[src/rtl/fifo_write_arbiter.sv]
// Two-producer write arbiter for a single fifo_stack write port.
// Grants one req/ack producer per two cycles; flags prolonged full back-pressure.
module fifo_write_arbiter #(
    parameter int unsigned DATA_WIDTH    = 8,
    parameter int unsigned FAIR          = 1,
    parameter int unsigned FULL_WAIT_MAX = 16,
    parameter int unsigned CNT_WIDTH     = 5
) (
    input  logic                  clk,
    input  logic                  reset,
    input  logic [DATA_WIDTH-1:0] A_DATA,
    input  logic                  A_REQ,
    output logic                  A_ACK,
    input  logic [DATA_WIDTH-1:0] B_DATA,
    input  logic                  B_REQ,
    output logic                  B_ACK,
    output logic [DATA_WIDTH-1:0] FIFO_DATA,
    output logic                  FIFO_SAVE,
    input  logic                  FIFO_FULL,
    output logic                  OVERFLOW,
    output logic                  LAST_GRANT
);

    localparam logic [CNT_WIDTH-1:0] CNT_MAX = CNT_WIDTH'(FULL_WAIT_MAX);
    localparam logic [CNT_WIDTH-1:0] CNT_ONE = CNT_WIDTH'(1);

    typedef enum logic {
        IDLE = 1'b0,
        PUSH = 1'b1
    } state_t;

    state_t                  state_q, state_d;
    logic [CNT_WIDTH-1:0]    cnt_q, cnt_d;
    logic [DATA_WIDTH-1:0]   data_d;
    logic                    save_d;
    logic                    a_ack_d;
    logic                    b_ack_d;
    logic                    ovf_d;
    logic                    last_d;
    logic                    grant_b_c;

    // B wins when it is alone, or on a round-robin tie after A was served last
    assign grant_b_c = B_REQ && (!A_REQ || ((FAIR != 0) && !LAST_GRANT));

    // Next-state and next-output decode
    always_comb begin
        state_d = IDLE;
        cnt_d   = cnt_q;
        data_d  = FIFO_DATA;
        save_d  = 1'b0;
        a_ack_d = 1'b0;
        b_ack_d = 1'b0;
        ovf_d   = OVERFLOW;
        last_d  = LAST_GRANT;

        case (state_q)
            IDLE: begin
                if (A_REQ || B_REQ) begin
                    if (!FIFO_FULL) begin
                        state_d = PUSH;
                        cnt_d   = '0;
                        save_d  = 1'b1;
                        last_d  = grant_b_c;
                        if (grant_b_c) begin
                            data_d  = B_DATA;
                            b_ack_d = 1'b1;
                        end else begin
                            data_d  = A_DATA;
                            a_ack_d = 1'b1;
                        end
                    end else begin
                        // Stall: count toward the overflow threshold, saturating
                        if (cnt_q >= CNT_MAX) begin
                            cnt_d = CNT_MAX;
                        end else begin
                            cnt_d = cnt_q + CNT_ONE;
                        end
                        if (cnt_d == CNT_MAX) begin
                            ovf_d = 1'b1;
                        end
                    end
                end else begin
                    cnt_d = '0;
                end
            end
            PUSH: begin
                state_d = IDLE;
            end
            default: begin
                state_d = IDLE;
            end
        endcase
    end

    // State and output registers with synchronous active-low reset
    always_ff @(posedge clk) begin
        if (!reset) begin
            state_q    <= IDLE;
            cnt_q      <= '0;
            FIFO_DATA  <= '0;
            FIFO_SAVE  <= 1'b0;
            A_ACK      <= 1'b0;
            B_ACK      <= 1'b0;
            OVERFLOW   <= 1'b0;
            LAST_GRANT <= 1'b1;
        end else begin
            state_q    <= state_d;
            cnt_q      <= cnt_d;
            FIFO_DATA  <= data_d;
            FIFO_SAVE  <= save_d;
            A_ACK      <= a_ack_d;
            B_ACK      <= b_ack_d;
            OVERFLOW   <= ovf_d;
            LAST_GRANT <= last_d;
        end
    end

endmodule

[config.mk]
export PLATFORM = sky130hd
export DESIGN_NAME = fifo_write_arbiter
export DESIGN_NICKNAME = d
export VERILOG_FILES = /design/src/rtl/fifo_write_arbiter.sv
export SDC_FILE = /design/constraint.sdc
export NUM_CORES = 1
export LEC_CHECK = 0
export BUFFER_PORTS_ARGS = -buffer_cell sky130_fd_sc_hd__buf_4
export CAP_MARGIN = 30
export CORE_UTILIZATION = 40
export CTS_CLUSTER_DIAMETER = 200
export DETAILED_ROUTE_END_ITERATION = 16
export PLACE_DENSITY = 0.73
export REMOVE_ABC_BUFFERS = 1
export SLEW_MARGIN = 25
export SYNTH_ARGS = -nofsm -noshare
export SYNTH_HDL_FRONTEND = slang
export SYNTH_SLANG_ARGS = --single-unit
[constraint.sdc]
create_clock -name clk -period 1.7 [get_ports clk]
set_input_delay 0.17 -clock clk [delete_from_list [all_inputs] [get_ports clk]]
set_output_delay 0.17 -clock clk [all_outputs]
set_load 0.1 [all_outputs]
==> run_results.csv <==
group,metric,value,unit
layout,area_delta_synth_final,38.8,%
critical_path,criticalPathCategory,"reg2out",
critical_path,critical-path-slowest-cell,"dfxtp_1",
critical_path,critPathArrivalTime,1.20,ns
floorplanning,core_area,1780,um2
floorplanning,die_h,46.5,um
pwr,pwr_density_cell,937,nW/um2
layout,instances_no_fill,144,
clock_network,path_clk_slew,0.10,ns
clock_network,htree_num_levels,1,
clock_network,root_buffer,"clkbuf_4",
synthesis,postSynthAreaPerCell,9.56,um2
clock_network,post-cts-setup-buffer-count,0,
sta,final_max_slew_viol_count,0,
clock_network,cts.repair.resized,0,
sta,whs,0.129,ns
outcome,status,"finished clean",
placement,gp_congestion,0.781,
placement,io_buffers,33,
global_routing,grtUsageTotal,19.1,%
sta,period_needed,1.37,ns
route,drt_first_pass_iters,4,
route,dr_total_vias,706,
synthesis,ys_seq_elements,18,
synthesis,synthArstFlopShare,0,%
sta,rsz0062_at_grt,"false",
clock_network,ctsLongestPathBuffers,2,
route,drt_iter0_markers,13,
floorplanning,dieArea,2170,um2
sta,max-slew-margin-rel,76.7,%
hold_path,hold_class,"in2reg",
floorplanning,fp-row-count,15,
synthesis,ys_seq_area_share,45.4,%
clock_network,numCtsBuffers,3,
floorplanning,dieWidth,46.5,um
critical_path,endpoint_kind,"output pin",
layout,nNetsFinal,143,
clock_network,clock-sinks,18,
sta,fin_skew,0.000615,ns
critical_path,startpoint_type,"register",
route,wirelength,1.66,mm
critical_path,crit_family,"flip-flops",
critical_path,cp.required,1.53,ns
floorplanning,start_util,44.5,%
placement,place_inst,140,
synthesis,synth_cell_types,25,
route,detail_route.wl_per_cell,11.5,um
pwr,power.total,0.00103,W
global_routing,grt_pass1_wl,2.89,mm
sta,setup_violations,0,
critical_path,cp_max_fo,9,
critical_path,crit_buf_inv,1,
route,antenna_left,0,
global_routing,grt_max_degree,18,
global_routing,antenna_found_initial,0,
sta,post-route-period-util,80.6,%
synthesis,syn_area,793,um2
sta,max_freq,730,MHz
layout,final_cell_mix,"buf_4 (36), dfxtp_1 (18), mux2i_1 (9), o21ai_0 (9), a21oi_1 (8)",
layout,layout_commonest_cell,"buf_4",
clock_network,cts_hold_buffers,0,
pwr,p_leak,0.489,nW
floorplanning,pin_count,34,
layout,antenna_cells,0,
global_routing,overflow,0,
job,drv_cap,0,
layout,final_core_util,61.8,%
placement,place_hpwl,1.26,mm
pwr,vdd_drop_max,0.000678,V
synthesis,synth_edf_count,0,
critical_path,path_cells,"buf_4",
synthesis,synthCells,83,
synthesis,yosys_most_used_dff,"dfxtp_1",
clock_network,insertion_delay,0.29,ns
global_routing,grt_pass1_vias,726,
clock_network,cts_tree,"yes",
sta,tightest_slew,0.349,ns
layout,drive_gt1_share,35.3,%
route,via_per_inst,4.90,
route,drc,0,
synthesis,yosysWarnings,0,
critical_path,cpPeakStageDelay,0.54,ns
sta,finalHoldViolations,0,
-- cell families after synthesis --
family                     share of synthesized area (%)
muxes                                               11.4
DFF                                                 45.4
AOI/OAI and AO/OA                                   17.0
and+or+nand+nor                                     15.6
xor gates and xnor gates                            2.21
adders and majority gates                           3.15
buffers and inverters                               5.20
-- worst paths after layout --
| path | from | end | slack (ns) | depth (start not counted) |
|---|---|---|---|---|
| worst max-delay path | FIFO_SAVE | FIFO_SAVE | 0.33 | 1 |
| worst min-delay path | reset | LAST_GRANT | 0.13 | 2 |
| worst max register to register | FIFO_SAVE | cnt_q[1] | 0.39 | 3 |
| worst min register to register | OVERFLOW | OVERFLOW | 0.47 | 1 |
-- power by group --
group          internal, W  total, W  switching (W)
clock             0.000131  0.000265       0.000135
sequential        0.000445  0.000461      0.0000162
combinational    0.0000932  0.000306       0.000212
total             0.000669   0.00103       0.000363
-- sequential cells by signal (all words and copies together), names as in the netlist --
signal and count:
FIFO_SAVE 1, OVERFLOW 1, FIFO_DATA 8, B_ACK 1, A_ACK 1, cnt_q 5, LAST_GRANT 1
-- synthesized netlist by cell type, types with 2 or more instances --
| library cell | count | area (um2) |
|---|---|---|
| mux2i_1 | 9 | 90.1 |
| inv_1 | 3 | 11.3 |
| a21oi_1 | 8 | 40.0 |
| and2_1 | 5 | 31.3 |
| buf_4 | 2 | 15.0 |
| nand2_1 | 6 | 22.5 |
| o21ai_1 | 4 | 20.0 |
| dfxtp_1 | 18 | 360 |
| a21boi_0 | 2 | 15.0 |
| o21ai_0 | 9 | 45.0 |
| ha_1 | 2 | 25.0 |
| o21a_1 | 2 | 15.0 |
-- through the flow --
stage / setup TNS, ns / worst slack [ns] / area (um2)
2_1_floorplan: -6.17 / -0.610 / 763
5_1_grt: 0 / 0.262 / 1100
6_report: 0 / 0.330 / 1100
4_1_cts: 0 / 0.327 / 1100
3_5_place_dp: 0 / 0.415 / 1060
3_3_place_gp: 0 / 0.445 / 1060
-- area by class of cell --
cell class | instances | area (um2)
multi-input cells | 58 | 392
inverters | 3 | 11.3
well taps | 25 | 31.3
fillers | 164 | 682
flip-flops and latches | 18 | 360
clock buffers | 4 | 36.3
repair buffers | 36 | 270
-- metal layers --
metal,GRT usage [%],share of wire [%],vias up
met4,8.24,0,0
li1,-,-,360
met3,6.67,7.2,0
met2,32.5,49,30
met5,0,0,-
met1,21.2,44,316
Note: power is estimated with default switching activity, not from simulation.
